[src/rtl/boot_run_pkg.sv]
// Shared state encoding and default widths for the boot/run sequencer.
package boot_run_pkg;

    localparam int DEF_ADDR_W = 10;
    localparam int DEF_CNT_W  = 32;

    typedef enum logic [2:0] {
        ST_IDLE,
        ST_LOAD_PROG,
        ST_LOAD_DATA,
        ST_RELEASE,
        ST_RUN,
        ST_DONE,
        ST_ERROR
    } state_e;

    // States in which a BOOT request is honoured and the sequencer is not busy.
    function automatic logic is_rest(input state_e s);
        return (s == ST_IDLE) || (s == ST_DONE) || (s == ST_ERROR);
    endfunction

endpackage

[src/rtl/boot_run_ctrl_load_port.sv]
// Registered memory-load writer: turns accepted stream beats into WE/ADDR/DATA
// one cycle later, counts words and flags a beat that would run past the top address.
module load_port
    import boot_run_pkg::*;
#(
    parameter int ADDR_W = DEF_ADDR_W
) (
    input  logic              clk_i,
    input  logic              rst_i,
    input  logic              clr_i,
    input  logic              beat_i,
    input  logic              last_i,
    input  logic [31:0]       data_i,
    output logic              we_o,
    output logic [ADDR_W-1:0] addr_o,
    output logic [31:0]       data_o,
    output logic [ADDR_W:0]   words_o,
    output logic              ovf_o
);

    localparam logic [ADDR_W:0] TOP_IDX = {1'b0, {ADDR_W{1'b1}}};

    logic [ADDR_W:0]   idx_q, idx_d;
    logic              we_q;
    logic [ADDR_W-1:0] addr_q;
    logic [31:0]       data_q;

    always_comb begin
        idx_d = idx_q;
        if (clr_i) begin
            idx_d = '0;
        end else if (beat_i) begin
            idx_d = idx_q + 1'b1;
        end
    end

    always_ff @(posedge clk_i) begin
        if (rst_i) begin
            idx_q  <= '0;
            we_q   <= 1'b0;
            addr_q <= '0;
            data_q <= '0;
        end else begin
            idx_q <= idx_d;
            we_q  <= beat_i;
            if (beat_i) begin
                addr_q <= idx_q[ADDR_W-1:0];
                data_q <= data_i;
            end
        end
    end

    // The top-address word is still written; the controller stops accepting after it.
    assign ovf_o   = beat_i && !last_i && (idx_q == TOP_IDX);
    assign we_o    = we_q;
    assign addr_o  = addr_q;
    assign data_o  = data_q;
    assign words_o = idx_q;

endmodule

[src/rtl/boot_run_ctrl.sv]
// Boot/run sequencer: loads program and data memories from one word stream,
// releases the core, and counts run cycles until CORE_OK. Optional macro: RUN_WATCHDOG_EN.
module boot_run_ctrl
    import boot_run_pkg::*;
#(
    parameter int ADDR_W   = DEF_ADDR_W,
    parameter int CNT_W    = DEF_CNT_W,
    parameter int RST_HOLD = 4,
    parameter int WDOG_MAX = 100000
) (
    input  logic              CLK,
    input  logic              RST,
    input  logic              BOOT,
    input  logic              S_VALID,
    output logic              S_READY,
    input  logic [31:0]       S_DATA,
    input  logic              S_LAST,
    output logic              PROG_WE,
    output logic [ADDR_W-1:0] PROG_ADDR,
    output logic [31:0]       PROG_DATA,
    output logic              DATA_WE,
    output logic [ADDR_W-1:0] DATA_ADDR,
    output logic [31:0]       DATA_DATA,
    output logic              CORE_RSTn,
    output logic              CORE_EN,
    output logic              CORE_START,
    input  logic              CORE_OK,
    output logic              BUSY,
    output logic              DONE,
    output logic              ERR,
    output logic [CNT_W-1:0]  CYCLES,
    output logic [ADDR_W:0]   PROG_WORDS,
    output logic [ADDR_W:0]   DATA_WORDS
);

    localparam int HOLD_W = $clog2(RST_HOLD + 1);
    localparam logic [HOLD_W-1:0] HOLD_LAST = HOLD_W'(RST_HOLD - 1);
    localparam logic [CNT_W-1:0]  WDOG_LIM  = CNT_W'(WDOG_MAX);
`ifdef RUN_WATCHDOG_EN
    localparam bit WDOG_ON = 1'b1;
`else
    localparam bit WDOG_ON = 1'b0;
`endif

    state_e             state_q, state_d;
    logic [HOLD_W-1:0]  hold_q, hold_d;
    logic [CNT_W-1:0]   cycles_q, cycles_d, cycles_inc;
    logic               boot_go, prog_beat, data_beat, prog_ovf, data_ovf, wd_hit;

    assign boot_go    = BOOT && is_rest(state_q);
    assign prog_beat  = S_VALID && (state_q == ST_LOAD_PROG);
    assign data_beat  = S_VALID && (state_q == ST_LOAD_DATA);
    assign cycles_inc = (&cycles_q) ? cycles_q : cycles_q + 1'b1;
    // The cycle that brings the count up to the limit is the last one allowed.
    assign wd_hit     = WDOG_ON && (cycles_inc == WDOG_LIM);

    load_port #(.ADDR_W(ADDR_W)) u_prog (
        .clk_i   (CLK),
        .rst_i   (RST),
        .clr_i   (boot_go),
        .beat_i  (prog_beat),
        .last_i  (S_LAST),
        .data_i  (S_DATA),
        .we_o    (PROG_WE),
        .addr_o  (PROG_ADDR),
        .data_o  (PROG_DATA),
        .words_o (PROG_WORDS),
        .ovf_o   (prog_ovf)
    );

    load_port #(.ADDR_W(ADDR_W)) u_data (
        .clk_i   (CLK),
        .rst_i   (RST),
        .clr_i   (boot_go),
        .beat_i  (data_beat),
        .last_i  (S_LAST),
        .data_i  (S_DATA),
        .we_o    (DATA_WE),
        .addr_o  (DATA_ADDR),
        .data_o  (DATA_DATA),
        .words_o (DATA_WORDS),
        .ovf_o   (data_ovf)
    );

    always_ff @(posedge CLK) begin
        if (RST) begin
            state_q  <= ST_IDLE;
            hold_q   <= '0;
            cycles_q <= '0;
        end else begin
            state_q  <= state_d;
            hold_q   <= hold_d;
            cycles_q <= cycles_d;
        end
    end

    always_comb begin
        state_d = state_q;
        case (state_q)
            ST_IDLE, ST_DONE, ST_ERROR: begin
                if (BOOT) state_d = ST_LOAD_PROG;
            end
            ST_LOAD_PROG: begin
                if (prog_ovf)                 state_d = ST_ERROR;
                else if (prog_beat && S_LAST) state_d = ST_LOAD_DATA;
            end
            ST_LOAD_DATA: begin
                if (data_ovf)                 state_d = ST_ERROR;
                else if (data_beat && S_LAST) state_d = ST_RELEASE;
            end
            ST_RELEASE: begin
                if (hold_q == HOLD_LAST) state_d = ST_RUN;
            end
            ST_RUN: begin
                if (CORE_OK)     state_d = ST_DONE;
                else if (wd_hit) state_d = ST_ERROR;
            end
            default: state_d = ST_IDLE;
        endcase

        hold_d = (state_q == ST_RELEASE) ? hold_q + 1'b1 : '0;

        cycles_d = cycles_q;
        if (boot_go) begin
            cycles_d = '0;
        end else if (state_q == ST_RUN) begin
            cycles_d = cycles_inc;
        end
    end

    always_comb begin
        S_READY    = 1'b0;
        CORE_RSTn  = 1'b0;
        CORE_EN    = 1'b0;
        CORE_START = 1'b0;
        DONE       = 1'b0;
        ERR        = 1'b0;
        BUSY       = !is_rest(state_q);
        case (state_q)
            ST_LOAD_PROG, ST_LOAD_DATA: S_READY = 1'b1;
            ST_RUN: begin
                CORE_RSTn  = 1'b1;
                CORE_EN    = 1'b1;
                CORE_START = 1'b1;
            end
            ST_DONE: begin
                CORE_RSTn = 1'b1;
                DONE      = 1'b1;
            end
            ST_ERROR: ERR = 1'b1;
            default: ;
        endcase
    end

    assign CYCLES = cycles_q;

endmodule

[config.mk]
export PLATFORM = sky130hd
export DESIGN_NAME = boot_run_ctrl
export DESIGN_NICKNAME = d
export VERILOG_FILES = /design/src/rtl/boot_run_pkg.sv /design/src/rtl/boot_run_ctrl_load_port.sv /design/src/rtl/boot_run_ctrl.sv
export SDC_FILE = /design/constraint.sdc
export NUM_CORES = 1
export LEC_CHECK = 0
export CORE_MARGIN = 3
export CORE_UTILIZATION = 44
export CTS_BUF_LIST = sky130_fd_sc_hd__clkbuf_4 sky130_fd_sc_hd__clkbuf_8
export CTS_CLUSTER_DIAMETER = 120
export CTS_CLUSTER_SIZE = 8
export DETAILED_ROUTE_END_ITERATION = 10
export GPL_TIMING_DRIVEN = 0
export PLACE_DENSITY = 0.8
export SLEW_MARGIN = 5
export SYNTH_ARGS = -nofsm -noshare
export SYNTH_HDL_FRONTEND = slang
export SYNTH_HIERARCHICAL = 1
export SYNTH_SLANG_ARGS = --single-unit
[constraint.sdc]
create_clock -name CLK -period 2.29 [get_ports CLK]
set_input_delay 0.458 -clock CLK [delete_from_list [all_inputs] [get_ports CLK]]
set_output_delay 0.458 -clock CLK [all_outputs]
set_load 0.005 [all_outputs]
==> results <==
worst max-delay path by stage:
stage               start         end  slack [ns]  depth (start not counted)
4_1_cts        state_q[2]  state_q[1]       -0.02                         11
5_1_grt        state_q[2]  state_q[2]       -0.06                         12
6_report       state_q[2]  state_q[2]        0.08                         12
2_1_floorplan  state_q[2]  state_q[2]        0.04                         12
3_5_place_dp      S_VALID  state_q[2]       -0.61                         11
3_3_place_gp      S_VALID  state_q[2]       -0.58                         11
flip-flops by register name, indices dropped and copies added, names as in the netlist:
signal and count:
u_data/we_o 1, hold_q 3, u_data/words_o 11, u_data/data_o 32, state_q 3, u_prog/we_o 1, u_data/addr_o 10, u_prog/addr_o 10
CYCLES 32, u_prog/words_o 11, u_prog/data_o 32
power by group:
part           leakage (nW)  switching [mW]  internal, mW
clock network         0.178           0.994          1.00
registers              1.18          0.0258          2.58
logic                  1.64           0.218         0.239
cells by family (layout without fill, tap and decap cells):
logic type,Yosys count,after routing
buf+inv,47,274
xor+xnor,25,25
flops,146,146
fa+ha+maj,5,5
mux,87,87
compound gates,85,86
simple gates,255,255
cell usage after synthesis (2+ instances only):
library cell and number:
dfxtp_1 146, nor2_1 130, mux2i_1 86, a21oi_1 28, nand2_1 23, xnor2_1 21
o21ai_0 17, clkbuf_1 16, or3_1 16, nand3_1 15, nand4_1 13, inv_1 12
a211oi_1 9, buf_2 9, or4_1 9, and4_1 7, nor2b_1 7, o31ai_1 7
nor3_1 6, buf_4 5, ha_1 5, nand2b_1 5, or2_2 5, a31oi_1 4
nand4_2 4, xor2_1 4, a31o_2 3, buf_1 3, o311ai_0 3, a311oi_1 2
and2_1 2, and3_1 2, nand4_4 2, nor4_1 2
what timing repair did:
item                                    CTS  global route
buffers inserted                          8             3
pin swaps                                 5             6
endpoints found under the setup margin    8            32
hold buffers                              0             0
cloned                                    0             1
endpoints found under the hold margin     0             0
resized for setup                        15            19
area by class of cell:
cell class	count	area, um^2
clock inverters	12	135.1
flip-flops and latches	146	2929
repair buffers	195	1923
plain buffers	34	191.4
inverters	13	53.80
multi-input cells	458	3097
well taps	176	220.2
fillers	1115	4647
clock buffers	20	256.5
worst register-to-register path: stages, from the launching register on:
cell and delay, ns:
dfxtp_2 0.33, buf_6 0.12, buf_6 0.13, nand2b_4 0.16, nor2_4 0.14, nand4_4 0.10
or3_4 0.36, nor3_4 0.16, a211oi_2 0.06, nor2_1 0.13, a221o_1 0.22, a21oi_1 0.08
a211oi_1 0.15
per-stage QoR:
step,worst slack [ns],util (%),setup TNS (ns),cells,instance area [um^2]
2_1_floorplan,0.04446,-,0,650,6167
3_3_place_gp,-0.5836,61.17,-13.53,1010,8229
3_5_place_dp,-0.6147,61.17,-15.30,1010,8229
4_1_cts,-0.02149,64.83,-0.04397,1050,8722
5_1_grt,-0.06241,65.46,-0.06430,1054,8806
6_report,0.07777,65.46,0,1054,8806
routing by layer:
metal / vias up / GRT usage (%) / wire [um]
met5: - / 0 / 0
met4: 0 / 8.487 / 272
met3: 19 / 10.26 / 1801
met2: 216 / 35.64 / 8012
met1: 2612 / 25.87 / 6980
li1: 2727 / - / -
==> reports/results.txt <==
Outcome -> finished, final reports clean
Maximum number of pins on one net before global-route repair -> 17
Worst R2R Start -> state_q[2]
Layout cells sized above 1 -> 11.16%
Worst-path clk slew -> 0.08 ns
H-tree lvl count -> 4
Data arrival time of the worst path -> 2.56 ns
Fin crit share -> 96.60%
Number of standard-cell rows in the floorplan -> 42
Shortest period the worst path allows -> 2.212 ns
Share of the yosys chip area belonging to registers -> 47.63%
Total via count in the routed design -> 5574
Critical Path Source Type -> register
Maximum buffer depth of the clock tree -> 2
Cell Chain, Critical Path -> buf_6 > buf_6 > nand2b_4 > nor2_4 > nand4_4 > or3_4 > nor3_4 > a211oi_2 > nor2_1 > a221o_1 > a21oi_1 > a211oi_1
Depth of the most critical reg-to-reg path -> 12
Simple-gate share of the synthesized area -> 21.27%
Max Slew Vio Count -> 0
Capturing point of the worst reg2reg path -> state_q[2]
Combinational family with the most area after synthesis -> simple AND/OR/NAND/NOR gates
Final hold vios -> 0
Overall routing resource usage -> 22.20%
Routability congestion estimate -> 0.8824
Remaining global-route overflow -> 0
Final clock skew -> 0.008299 ns
Number of antenna violations at the first check in global routing -> 0
Clock tree from TritonCTS -> built
Count of buffers from port buffering -> 184
Most common library cell in the layout ignoring fill and taps -> clkdlybuf4s50_1
Relative max-transition margin -> 60.84%
Clock latency reported for the late side of the worst-skew pair -> 0.44 ns
Leakage power summed over all cells -> 3.002 nW
Slew at the pin closest to its max-slew limit -> 0.5853 ns
Antenna fix cells -> 0
Multiplexer share of the synthesized area -> 14.21%
Maximum fanout along the worst path -> 10
Unrepaired setup endpoints after global routing -> true
Worst setup EP type -> register
Number of clock buffers inserted by TritonCTS -> 17
DIE AREA -> 15400 um^2
Synthesized area divided by synthesized cell count -> 9.440 um^2
Most area-consuming cells after synthesis -> dfxtp_1 48%, mux2i_1 14%, nor2_1 8.0%
Critical path required time -> 2.64 ns
Post-DRT Antenna Nets -> 0
CP Buf/Inv Count -> 2
Vias in the first global route -> 5326
Count of flip-flops with a built-in enable after synthesis -> 0
Most area-hungry cell type in the Yosys netlist -> dfxtp_1
Root buffer cell -> clkbuf_8
Number of stages on the worst hold path -> 1
WL/cell -> 16.19 um
Chip Height -> 124.1 um
Violation count after the first detailed-route iteration -> 384
Critical path's most frequent cell -> buf_6
WL final -> 17.07 mm
Die width -> 124.1 um
Effective utilization at floorplan -> 45.61%
First-pass GRT wire length -> 26.71 mm
Detail Placement HPWL -> 12.34 mm
Hold Path Sink -> hold_q[0]
Post-Synth XOR/XNOR Area -> 3.569%
Sink count of the clock tree -> 146
Slowest cell on the critical path -> or3_4
Area of the core -> 13450 um^2
Netlist area before placement -> 6136 um^2
Highest cell delay on the worst timing path -> 0.36 ns
Setup Viol. Count Final -> 0
Synth Area in Compound Gates -> 8.809%
Worst setup path class -> register to register
Final worst hold slack -> 0.4289 ns
Maximum vdd drop -> 0.0004720 V
Adder-cell share of the synthesized area -> 1.020%
Num ports -> 185
Min-delay worst type -> register to register
Detail-routed via count per cell -> 5.288
Post-synthesis cell type count -> 56
Pwr per Cell Area -> 574.8 nW/um^2
Sum of internal, switching and leakage power -> 5.061 mW
Number of detailed-route iterations in the first pass -> 5
Syn-to-layout area delta -> 43.52%
Number of DRC violations after detailed routing -> 0
Max frequency -> 0.4520 GHz
CP delay by family, top -> simple AND/OR/NAND/NOR gates
Number of synthesized register bits -> 146
Share of flip-flops with an asynchronous set or reset -> 0%
Yosys warning count -> 6
Final Net Count -> 908
Reg-to-reg setup timing slack -> 0.08 ns
Synthesized netlist cell count -> 650
Synth Flop Type -> dfxtp_1
Synthesized netlist net count -> 693
Hold path start -> hold_q[0]
Area fraction of the dominant cell type after synthesis -> 47.63%
Commonest non-fill, non-tap cells in the layout -> 180 x clkdlybuf4s50_1, 143 x dfxtp_1, 127 x nor2_1
MaxCap Viol Count -> 0
(Power assumes the default switching activity.)
==> RTL change 1: new RTL, same flow settings <==
The option `RUN_WATCHDOG_EN` is turned on by a define.
--- a/src/rtl/boot_run_ctrl.sv
+++ b/src/rtl/boot_run_ctrl.sv
@@ -1,5 +1,7 @@
 // Boot/run sequencer: loads program and data memories from one word stream,
 // releases the core, and counts run cycles until CORE_OK. Optional macro: RUN_WATCHDOG_EN.
+`define RUN_WATCHDOG_EN
+
 module boot_run_ctrl
     import boot_run_pkg::*;
 #(
Behaviour: same outputs for any inputs over 4 cycles, from zero or initial values and one cycle with RST high; that may be too few to reach the edited logic, so the function may still have changed.
==> RTL change 1 against the original RTL <==
The flow now finishes with violations (setup timing). Design area grew 12%. Global-route usage rose by 2.1 points. Worst setup slack got worse by 0.76 ns. Count of clock-buffer cells in the layout decreased by 3. Fmax decreased by 26%. Synthesized cell count increased by 12%. First-iteration DRC count increased by 74%. Wire length up 19%. Sequential cell count unchanged. Synthesized area up 8.0%. Largest cell class unchanged. Highest routed layer unchanged.
Power is not compared: it rests on default switching activity, and its combinational part moved more than twofold at a synthesized area within 25%.
==> RTL change 1: results (changes against the original RTL) <==
status:
  status: "finished with violations"
  violations: "setup timing"
grt:
  met2_usage_pct: 38.90  # +3.3 points
  grtUsageMet1_pct: 27.92  # +2.0 points
  antenna_found_initial: 0  # unchanged
  grt_start_max_net_pins: 17  # unchanged
  grt_usage_pct: 24.29  # +2.1 points
  grt_pass1_wl_microns: 32180  # +20%
  grt_use_met3_pct: 11.71  # +1.4 points
  first_global_vias: 6295  # +18%
critical_path:
  crit_fanout: 5  # -5
  crit_family: "simple AND/OR/NAND/NOR gates"
  arrival_ns: 3.31  # +0.75 ns
  cp_slowest_cell: "or3_4"
  max_stage_delay_ns: 0.43  # +0.07 ns
cts:
  cts_resized: 60  # +45
  htree_levels: 4  # unchanged
  cts_buffer_depth: 2  # unchanged
  numCtsBuffers: 17  # unchanged
  ctsRootBufferMaster: "clkbuf_8"
  cts_setup_buffers: 40  # +32
  clk_latency_ns: 0.45
  clkTransAtPathRegs_ns: 0.09
synthesis:
  ys_top_cells_by_area: "dfxtp_1 (44%), mux2i_1 (14%), nor2_1 (8.3%)"
  synth_seq_area_share_pct: 44.10  # -3.5 points
  synth_cell_types: 58  # +3.6%
  async_reset_ff_share_pct: 0  # unchanged
  yosysWarnings: 6  # unchanged
  synth.cells.most_frequent: "dfxtp_1 (146), nor2_1 (146), mux2i_1 (92)"
  synthAdderAreaFrac_pct: 0.9439  # -0.076 points
  synth_fp_nets: 771  # +11%
  synth_mux_area_share_pct: 13.89  # -0.32 points
  synth-compound-area-share_pct: 6.456  # -2.4 points
  synthXorXnorAreaFrac_pct: 6.211  # +2.6 points
layout:
  fill_cells: 1172  # +5.1%
  diodes: 0  # unchanged
  fin_nets: 1024  # +13%
  layout-drive-gt1-share_pct: 18.71  # +7.6 points
route:
  via_per_inst: 5.406  # +2.2%
  wl_microns: 20390  # +19%
  drt_iter0_markers: 668  # +74%
  firstDrtPassIters: 6  # +1
placement:
  gp_congestion: 0.9024  # +2.3%
  numPortBuffers: 184  # unchanged
  dp_hpwl_microns: 13810  # +12%
timing:
  finalClockSkew_ns: 0.009505  # +0.001205 ns
  hold_slack_ns: 0.4263  # -0.002619 ns
  setup_violations: 3  # +3
  slew_headroom_pct: 47.55  # -13 points
  worst_slack_ns: -0.6835  # -0.7613 ns
power:
  p_leak_nw: 3.603
  ir_worst_vdd_v: 0.0005912
min_path:
  hold_class: "reg2reg"
flow_run:
  drv_cap: 0  # unchanged
[RTL change 1: changes by cell type after synthesis, moves of 4 or more]
cell	before	now
nand2_1	23	42
nor3_1	6	11
mux2i_1	86	92
a21oi_1	28	24
nor2_1	130	146
a211oi_1	9	2
clkbuf_1	16	20
nand3_1	15	21
and3_2	0	5
buf_6	1	5
xor2_1	4	27
[RTL change 1: layer usage]
layer / part of all wire [%] / vias up
met2: 48 / 307
li1: - / 3011
met4: 2.5 / 0
met1: 39 / 3005
met5: 0 / -
met3: 11 / 45
[RTL change 1: metrics by stage]
step	setup WS (ns)	area [sq um]	cells	TNS [ns]	total power [mW]
3_3_place_gp	-1.286	8773	1096	-16.92	4.284
4_1_cts	-0.6119	9659	1168	-1.494	6.410
2_1_floorplan	-0.3718	6701	728	-0.4150	3.667
5_1_grt	-0.7465	9837	1178	-1.859	6.836
3_5_place_dp	-1.327	8773	1096	-21.04	4.305
6_report	-0.6835	9837	1178	-1.566	6.525
[RTL change 1: worst paths after layout]
path	endpoint	cells past startpoint	startpoint
worst max-delay path	state_q[1]	14	state_q[2]
worst min-delay path	hold_q[0]	1	hold_q[0]
worst max register to register	state_q[1]	14	state_q[2]
worst min register to register	hold_q[0]	1	hold_q[0]
[RTL change 1: final cells by class]
class                           count  area (sq um)  share of cell area (%)
Tap cell                          184         230.2                   2.340
Clock buffer                       17         234.0                   2.379
Timing Repair Buffer              234          2290                   23.28
Sequential cell                   146          2953                   30.02
Clock inverter                     15         147.6                   1.501
Buffer                             44         325.3                   3.307
Multi-Input combinational cell    525          3606                   36.66
Inverter                           13         51.30                  0.5215
[RTL change 1: where the power goes]
part           internal [mW]  switching (mW)
registers               2.70           0.110
clock network          0.892            1.10
logic                  0.911           0.809
total                   4.51            2.02
==> RTL change 2: new RTL, config.mk and constraints unchanged <==
Without the edit above. Re-encode `state_e` (7 states) as one-hot, 7 bits wide.
--- a/src/rtl/boot_run_pkg.sv
+++ b/src/rtl/boot_run_pkg.sv
@@ -4,14 +4,14 @@
     localparam int DEF_ADDR_W = 10;
     localparam int DEF_CNT_W  = 32;
 
-    typedef enum logic [2:0] {
-        ST_IDLE,
-        ST_LOAD_PROG,
-        ST_LOAD_DATA,
-        ST_RELEASE,
-        ST_RUN,
-        ST_DONE,
-        ST_ERROR
+    typedef enum logic [6:0] {
+        ST_IDLE      = 7'b0000001,
+        ST_LOAD_PROG = 7'b0000010,
+        ST_LOAD_DATA = 7'b0000100,
+        ST_RELEASE   = 7'b0001000,
+        ST_RUN       = 7'b0010000,
+        ST_DONE      = 7'b0100000,
+        ST_ERROR     = 7'b1000000
     } state_e;
 
     // States in which a BOOT request is honoured and the sequencer is not busy.
Behaviour: no difference found for any inputs over 4 cycles, from zero or initial values and one cycle with RST high; so few cycles prove little.
==> RTL change 2 against the original RTL <==
Core utilization rose by 4.4 points. The flow now finishes with violations (setup timing). Sequential cell count rose by 4. Highest routed layer unchanged. Design area rose by 7.6%. Synthesized area rose by 2.1%. Count of clock-buffer cells in the layout fell by 1. Wire length rose by 9.3%. Total power rose by 5.0%. Clock power rose by 11%. Non-clock buffer count rose by 37. First-iteration DRC count rose by 18%. Worst setup slack got worse by 0.30 ns.
==> RTL change 2: results (changes against the original RTL) <==
status:
  status: "finished with violations"
  violations: "setup timing"
placement:
  dp.cells: 1036  # +2.6%
  dp_hpwl_microns: 12370  # +0.24%
  numPortBuffers: 184  # unchanged
  dpl_cell_area_sq_mm: 0.008393  # +2.0%
  gp_congestion: 0.8318  # -5.7%
  pre_cts_ws_ns: -0.6774  # -0.06262 ns
synthesis:
  synth-compound-area-share_pct: 10.11  # +1.3 points
  synth_cell_types: 47  # -16%
  synth_mux_area_share_pct: 13.75  # -0.47 points
  ys_top_cells_by_area: "dfxtp_1 (48%), mux2i_1 (14%), nor2_1 (6.7%)"
  synth.cells.most_frequent: "dfxtp_1 (150), nor2_1 (111), mux2i_1 (86)"
  syn-instance-count: 676  # +4.0%
  synth_seq_area_share_pct: 47.95  # +0.32 points
  synth_fp_nets: 719  # +3.8%
  synthXorXnorAreaFrac_pct: 1.259  # -2.3 points
timing:
  tightestPinTransition_ns: 0.5602  # -0.02509 ns
  worst_slack_ns: -0.2184  # -0.2961 ns
  finalClockSkew_ns: 0.009196  # +0.0008968 ns
  setup_violations: 19  # +19
  fin_tns_setup_ns: -2.395  # -2.395 ns
  hold_slack_ns: 0.4335  # +0.004593 ns
route:
  drt_iter0_markers: 452  # +18%
  dr_total_vias: 6034  # +8.3%
  routedWlPerCell_microns: 16.84  # +4.0%
grt:
  grt_pass1_wl_microns: 29690  # +11%
  grt_usage_pct: 23.03  # +0.83 points
cts:
  cts_resized: 70  # +55
  ctsRootBufferMaster: "clkbuf_8"
critical_path:
  crit_fanout: 6  # -4
  arrival_ns: 2.84  # +0.28 ns
layout:
  fill_cells: 1015  # -9.0%
  syn_to_final_growth_pct: 51.35
  fin_nets: 962  # +5.9%
power:
  p_total_mw: 5.315  # +5.0%
  powerSeq_mw: 2.65  # +2%
  p_leak_nw: 3.253  # +8.4%
  clk-power_mw: 2.21  # +11%
  ir_worst_vdd_v: 0.0004086  # -13%
  p_int_mw: 4.072  # +6.5%
==> RTL change 2: cell type report <==
class                      count  share of cell area, %
clock buffer                  19                  2.627
multi-input combinational    470                  35.22
sequential                   150                  31.89
inverter                      14                 0.6337
tap                          176                  2.323
clock inverter                13                  1.901
timing repair buffer         232                  23.42
buffer                        34                  1.980
==> RTL change 2: path summary, 6_finish.rpt <==
path | end | cells after the start
hold / removal | hold_q[0] | 1
setup reg to reg | state_q[0] | 10
setup / recovery | state_q[0] | 10
hold reg to reg | hold_q[0] | 1
==> RTL change 2: metal layers <==
layer	GRT usage, %	routed length, microns
met5	0	0
met4	7.844	362
met3	11.17	2004
met2	37.84	8939
met1	26.33	7353
==> RTL change 2: critical path, stage by stage, from the launching register on <==
cell and delay, ns:
dfxtp_4 0.38, nor4_4 0.30, nand3_2 0.14, nor2_4 0.14, nand4_4 0.09, or3_4 0.35
nor3_4 0.15, o41ai_2 0.08, o211a_1 0.17, or2_4 0.29, a221o_1 0.31
